===== src/rtl/systolic_pkg.sv =====
// Shared types and constants for the output-stationary systolic array sequencer.
package systolic_pkg;

    typedef enum logic [1:0] {
        ST_IDLE  = 2'd0,
        ST_FEED  = 2'd1,
        ST_FLUSH = 2'd2,
        ST_DRAIN = 2'd3
    } state_e;

    // Operand value the buffers present while their registered read enable is low.
    localparam logic [7:0] FP8_ZERO = 8'h00;

    // Cycles for the last operand to ripple from PE(0,0) to PE(N-1,N-1).
    function automatic int unsigned flush_len(input int unsigned n);
        return (2 * n) - 1;
    endfunction

endpackage


===== src/rtl/systolic_clear_skew.sv =====
// Diagonal accumulator-clear generator: bit d of pe_clear fires d+1 cycles after the seed.
module systolic_clear_skew
    import systolic_pkg::*;
#(
    parameter int N = 4
) (
    input  logic             clk,
    input  logic             rst,
    input  logic             seed,
    output logic [2*N-2:0]   pe_clear
);

    localparam int DW = int'(flush_len(N));

    logic [DW-1:0] r_sr;

    // Shift the seed one anti-diagonal further each cycle, independent of FSM state.
    always_ff @(posedge clk) begin
        if (rst) begin
            r_sr <= {DW{1'b0}};
        end else begin
            r_sr <= {r_sr[DW-2:0], seed};
        end
    end

    assign pe_clear = r_sr;

endmodule


===== src/rtl/systolic_ctrl.sv =====
// Job sequencer for an NxN output-stationary systolic array (feed, flush, row drain).
// Optional performance counters are built when SYSTOLIC_PERF_CNT_EN is defined.
module systolic_ctrl
    import systolic_pkg::*;
#(
    parameter int N  = 4,
    parameter int KW = 8
) (
    input  logic                    clk,
    input  logic                    rst,
    input  logic                    start,
    input  logic [KW-1:0]           cfg_k,
    output logic                    busy,
    output logic                    done,
    output logic                    cfg_err,
    output logic                    rd_en,
    output logic [KW-1:0]           rd_addr,
    output logic [2*N-2:0]          pe_clear,
    output logic                    out_valid,
    input  logic                    out_ready,
`ifdef SYSTOLIC_PERF_CNT_EN
    output logic [31:0]             perf_busy_cycles,
    output logic [31:0]             perf_stall_cycles,
`endif
    output logic [$clog2(N)-1:0]    out_row
);

    localparam int          RW        = $clog2(N);
    localparam int unsigned FLUSH_LEN = flush_len(N);
    localparam int          FW        = $clog2(FLUSH_LEN);

    state_e          r_state;
    state_e          w_next;
    logic [KW-1:0]   r_k;
    logic [KW-1:0]   r_cnt;
    logic [FW-1:0]   r_fcnt;
    logic [RW-1:0]   r_row;
    logic            r_done;
    logic            r_cfg_err;

    logic            w_accept;
    logic            w_zero_req;
    logic            w_feed_last;
    logic            w_flush_last;
    logic            w_last_hs;
    logic            w_seed;

    assign w_accept     = (r_state == ST_IDLE) && start && (cfg_k != {KW{1'b0}});
    assign w_zero_req   = (r_state == ST_IDLE) && start && (cfg_k == {KW{1'b0}});
    // r_cnt tops out at K-1, so even K = 2^KW-1 never wraps the read address.
    assign w_feed_last  = (r_state == ST_FEED) && (r_cnt == (r_k - KW'(1)));
    assign w_flush_last = (r_state == ST_FLUSH) && (r_fcnt == FW'(FLUSH_LEN - 1));
    assign w_last_hs    = (r_state == ST_DRAIN) && out_ready && (r_row == RW'(N - 1));
    assign w_seed       = (r_state == ST_FEED) && (r_cnt == {KW{1'b0}});

    // State register.
    always_ff @(posedge clk) begin
        if (rst) begin
            r_state <= ST_IDLE;
        end else begin
            r_state <= w_next;
        end
    end

    // Next-state decode.
    always_comb begin
        w_next = r_state;
        case (r_state)
            ST_IDLE: begin
                if (w_accept) w_next = ST_FEED;
                else          w_next = ST_IDLE;
            end
            ST_FEED: begin
                if (w_feed_last) w_next = ST_FLUSH;
                else             w_next = ST_FEED;
            end
            ST_FLUSH: begin
                if (w_flush_last) w_next = ST_DRAIN;
                else              w_next = ST_FLUSH;
            end
            ST_DRAIN: begin
                if (w_last_hs) w_next = ST_IDLE;
                else           w_next = ST_DRAIN;
            end
            default: w_next = ST_IDLE;
        endcase
    end

    // Moore outputs decoded from the registered state and counters.
    always_comb begin
        busy      = 1'b0;
        rd_en     = 1'b0;
        rd_addr   = {KW{1'b0}};
        out_valid = 1'b0;
        out_row   = {RW{1'b0}};
        case (r_state)
            ST_IDLE: begin
                busy = 1'b0;
            end
            ST_FEED: begin
                busy    = 1'b1;
                rd_en   = 1'b1;
                rd_addr = r_cnt;
            end
            ST_FLUSH: begin
                busy = 1'b1;
            end
            ST_DRAIN: begin
                busy      = 1'b1;
                out_valid = 1'b1;
                out_row   = r_row;
            end
            default: begin
                busy = 1'b0;
            end
        endcase
    end

    // Job length latch and the feed / flush / drain counters.
    always_ff @(posedge clk) begin
        if (rst) begin
            r_k    <= {KW{1'b0}};
            r_cnt  <= {KW{1'b0}};
            r_fcnt <= {FW{1'b0}};
            r_row  <= {RW{1'b0}};
        end else begin
            case (r_state)
                ST_IDLE: begin
                    if (w_accept) r_k <= cfg_k;
                    else          r_k <= r_k;
                    r_cnt  <= {KW{1'b0}};
                    r_fcnt <= {FW{1'b0}};
                    r_row  <= {RW{1'b0}};
                end
                ST_FEED: begin
                    if (w_feed_last) r_cnt <= r_cnt;
                    else             r_cnt <= r_cnt + KW'(1);
                end
                ST_FLUSH: begin
                    if (w_flush_last) r_fcnt <= {FW{1'b0}};
                    else              r_fcnt <= r_fcnt + FW'(1);
                end
                ST_DRAIN: begin
                    // Row index only moves on a handshake, so it is frozen under backpressure.
                    if (w_last_hs)      r_row <= {RW{1'b0}};
                    else if (out_ready) r_row <= r_row + RW'(1);
                    else                r_row <= r_row;
                end
                default: begin
                    r_cnt <= {KW{1'b0}};
                end
            endcase
        end
    end

    // Single-cycle status pulses.
    always_ff @(posedge clk) begin
        if (rst) begin
            r_done    <= 1'b0;
            r_cfg_err <= 1'b0;
        end else begin
            r_done    <= w_last_hs;
            r_cfg_err <= w_zero_req;
        end
    end

    assign done    = r_done;
    assign cfg_err = r_cfg_err;

    systolic_clear_skew #(
        .N (N)
    ) u_clear_skew (
        .clk      (clk),
        .rst      (rst),
        .seed     (w_seed),
        .pe_clear (pe_clear)
    );

`ifdef SYSTOLIC_PERF_CNT_EN
    logic [31:0] r_perf_busy;
    logic [31:0] r_perf_stall;

    // Saturating busy / drain-stall counters, cleared only by rst.
    always_ff @(posedge clk) begin
        if (rst) begin
            r_perf_busy  <= 32'd0;
            r_perf_stall <= 32'd0;
        end else begin
            if ((r_state != ST_IDLE) && (r_perf_busy != 32'hFFFF_FFFF))
                r_perf_busy <= r_perf_busy + 32'd1;
            else
                r_perf_busy <= r_perf_busy;
            if ((r_state == ST_DRAIN) && !out_ready && (r_perf_stall != 32'hFFFF_FFFF))
                r_perf_stall <= r_perf_stall + 32'd1;
            else
                r_perf_stall <= r_perf_stall;
        end
    end

    assign perf_busy_cycles  = r_perf_busy;
    assign perf_stall_cycles = r_perf_stall;
`endif

endmodule


===== config.mk =====
export PLATFORM = sky130hd
export DESIGN_NAME = systolic_ctrl
export DESIGN_NICKNAME = d
export VERILOG_FILES = /design/src/rtl/systolic_pkg.sv /design/src/rtl/systolic_clear_skew.sv /design/src/rtl/systolic_ctrl.sv
export SDC_FILE = /design/constraint.sdc
export NUM_CORES = 1
export LEC_CHECK = 0
export ABC_AREA = 0
export CAP_MARGIN = 20
export CORE_ASPECT_RATIO = 0.75
export CORE_UTILIZATION = 51
export DETAILED_ROUTE_END_ITERATION = 7
export HOLD_SLACK_MARGIN = 0.06
export PLACE_DENSITY = 0.87
export SLEW_MARGIN = 20
export SYNTH_ARGS = -nofsm -noshare
export SYNTH_HDL_FRONTEND = slang
export SYNTH_SLANG_ARGS = --single-unit

===== constraint.sdc =====
create_clock -name clk -period 3.03 [get_ports clk]
set_input_delay 0.606 -clock clk [delete_from_list [all_inputs] [get_ports clk]]
set_output_delay 0.606 -clock clk [all_outputs]
set_load 0.005 [all_outputs]

==> results.ini <==
[sta]
min_period_ps = 2600
max_slew_margin = 0.436
hold_viol = 0
rsz0062_at_grt = no
finalCritPeriodShare = 0.859
setup_viol = 0
worstMarginPinSlew_ps = 845
final.setup.tns_ps = 0
drv_slew = 0
fin_skew_ps = 2.44
clock.fmax_ghz = 0.384

[grt]
antenna_found_initial = 0
grt_use_total = 0.226
grt_max_degree = 34
overflow = 0
grt_pass1_vias = 1391
grt_first_pass_wirelength_mm = 6.37

[power_and_ir_drop]
leakage_uw = 0.000828
power_uw = 936
peakVddDrop_mv = 0.310
powerDensity_nw_per_um2 = 425

[yosys]
synth_top_area_frac = 0.359
ys_seq_elements = 32
ys_seq_area_frac = 0.359
synthFlopType = dfxtp_1
syn-cell-area_sq_um = 1780
avgSynthCellArea_sq_um = 8.14
synth_nets = 237
synthDistinctLibCells = 44
synthCells = 219
synth_async_sr_flop_share = 0
synth_area_leaders = dfxtp_1 (36%), nand2_1 (4.4%), nor2_1 (4.4%), ha_1 (4.2%), nor2b_1 (3.9%)
synth_edf_count = 0
yosysTopAreaCell = dfxtp_1
synth-warning-count = 0

[place]
hpwl_mm = 2.72
io_buffers = 33
routabilityCongestion = 0.781

[detailed_routing]
dr_total_vias = 1633
wirelength_mm = 3.85
routedWlPerCell_um = 13.5
ant_nets = 0
drt-initial-drc-count = 95
drc_errors = 0
viasPerCell = 5.71
drt-pass1-iter-count = 4

[worst_setup_path]
slowest_delay_ps = 450
critPathArrivalTime_ps = 2000
cp_cell_sequence = nand2b_1 -> clkinv_1 -> and2_1 -> clkdlybuf4s50_1
crit_slowest_cell = clkdlybuf4s50_1
required_ps = 2420
end_kind = primary output
path_max_fanout = 10
critPathKind = register to primary output
cp-start-kind = register

[floorplan]
rows = 18
io-pin-count = 34
die_h_um = 53.2
die_x_um = 70.3
start_util = 0.539
core_area_sq_um = 3310
dieArea_sq_um = 3740

[layout]
nets = 264
fillers = 278
n_antenna_cell = 0
area_growth_pct = 23.5
layout-drive-gt1-share = 0.0610

[clock_tree]
path_clk_slew_ps = 60
cts_tree = built
clk_latency_ps = 290
post_cts_buffers = 0
cts_buffers = 5
ctsRootBufferMaster = clkbuf_8
cts_resized = 0
ctsHoldBuffers = 0
clockBufferDepth = 2
htreeDepth = 2
cts.sinks = 32

[outcome]
status = finished, final reports clean

[min_path]
min_path_type = register to register

[job]
maxCapViolCount = 0

## cell type report
cell class              instances  area [sq um]  share of cell area
clock buffers                   7          96.3              0.0438
inverters                       9          33.8              0.0153
multi-input cells             162          1030               0.467
flip-flops and latches         32           641               0.291
well taps                      40          50.0              0.0227
repair buffers                 36           353               0.160
## per-layer routing
layer	vias to the layer above	track usage	part of all wire
met4	0	0.0733	0.011
met5	-	0	0
met2	44	0.383	0.46
met1	763	0.274	0.48
li1	821	-	-
met3	5	0.0743	0.051
## sequential cells by signal, summed over array words and instances (netlist names)
register / flops
r_row: 2
cfg_err: 1
r_cnt: 8
r_state: 2
done: 1
r_fcnt: 3
u_clear_skew.pe_clear: 7
r_k: 8
## power by group
group	switching, uW	internal [uW]
logic	66.3	63.7
registers	15.5	433
clock network	156	202
total	237	698
## Yosys cell counts (2+ instances only)
library cell  number
nand3_1           10
dfxtp_1           32
buf_6              2
and2_1             7
o21bai_1           2
a31oi_1            6
a32oi_1            2
and3_1             2
or2_2              2
nor2b_1           11
nand2b_1           3
nor4_1             4
nand3b_1           3
nor3_1             5
nand2_1           21
clkbuf_1          10
or4_1              3
ha_1               6
o21ai_0            4
xor2_1             4
nor2_1            21
buf_2              4
inv_1              8
xnor2_1            6
mux2i_1            6
a21oi_1            9
a22oi_1            2
o211ai_1           8
## final timing paths
check	startpoint	to	slack, ps	cells after the start
setup / recovery	r_state[1]$_SDFF_PP0_	rd_addr[3]	430	4
hold / removal	u_clear_skew.pe_clear[0]$_SDFF_PP0_	u_clear_skew.pe_clear[1]$_SDFF_PP0_	460	1
setup reg to reg	r_k[0]$_SDFFE_PP0P_	r_cnt[0]$_SDFFE_PP0P_	610	9
hold reg to reg	u_clear_skew.pe_clear[0]$_SDFF_PP0_	u_clear_skew.pe_clear[1]$_SDFF_PP0_	460	1
## logic make-up after synthesis
logic type	Yosys count	synth area share
AO/OA/AOI/OAI	40	0.153
flip-flops	32	0.359
XOR/XNOR	10	0.0491
multiplexers	6	0.0337
buffers and inverters	25	0.0639
AND/OR/NAND/NOR	100	0.299
adder cells (fa/ha/maj)	6	0.0421
## cell usage in the layout (no fill, tap or decap), drive strengths merged, types with 6 or more instances in the layout
cell type,count
a21oi,9
a31oi,6
and2,8
clkbuf,7
clkdlybuf4s50,33
dfxtp,32
ha,6
inv,8
mux2i,6
nand2,21
nand3,10
nor2,21
nor2b,11
o211ai,8
xnor2,6
## metrics by stage
step | instances | instance area [sq um] | setup slack (ps) | util | hold slack [ps]
after floorplan | 219 | 1780 | 826 | - | 458
after global placement | 279 | 2110 | 729 | 0.636 | 446
after detailed placement | 279 | 2110 | 671 | 0.636 | 458
after CTS | 286 | 2200 | 412 | 0.665 | 467
after global routing | 286 | 2200 | 288 | 0.665 | 480
final | 286 | 2200 | 427 | 0.665 | 464
## critical path: cells and delay by family, from the launching register on
family / cells / cell delay, ps
buf+inv: 2 / 790
simple gates: 2 / 590
flops: 1 / 330
Note: power is estimated with default switching activity, not from simulation.
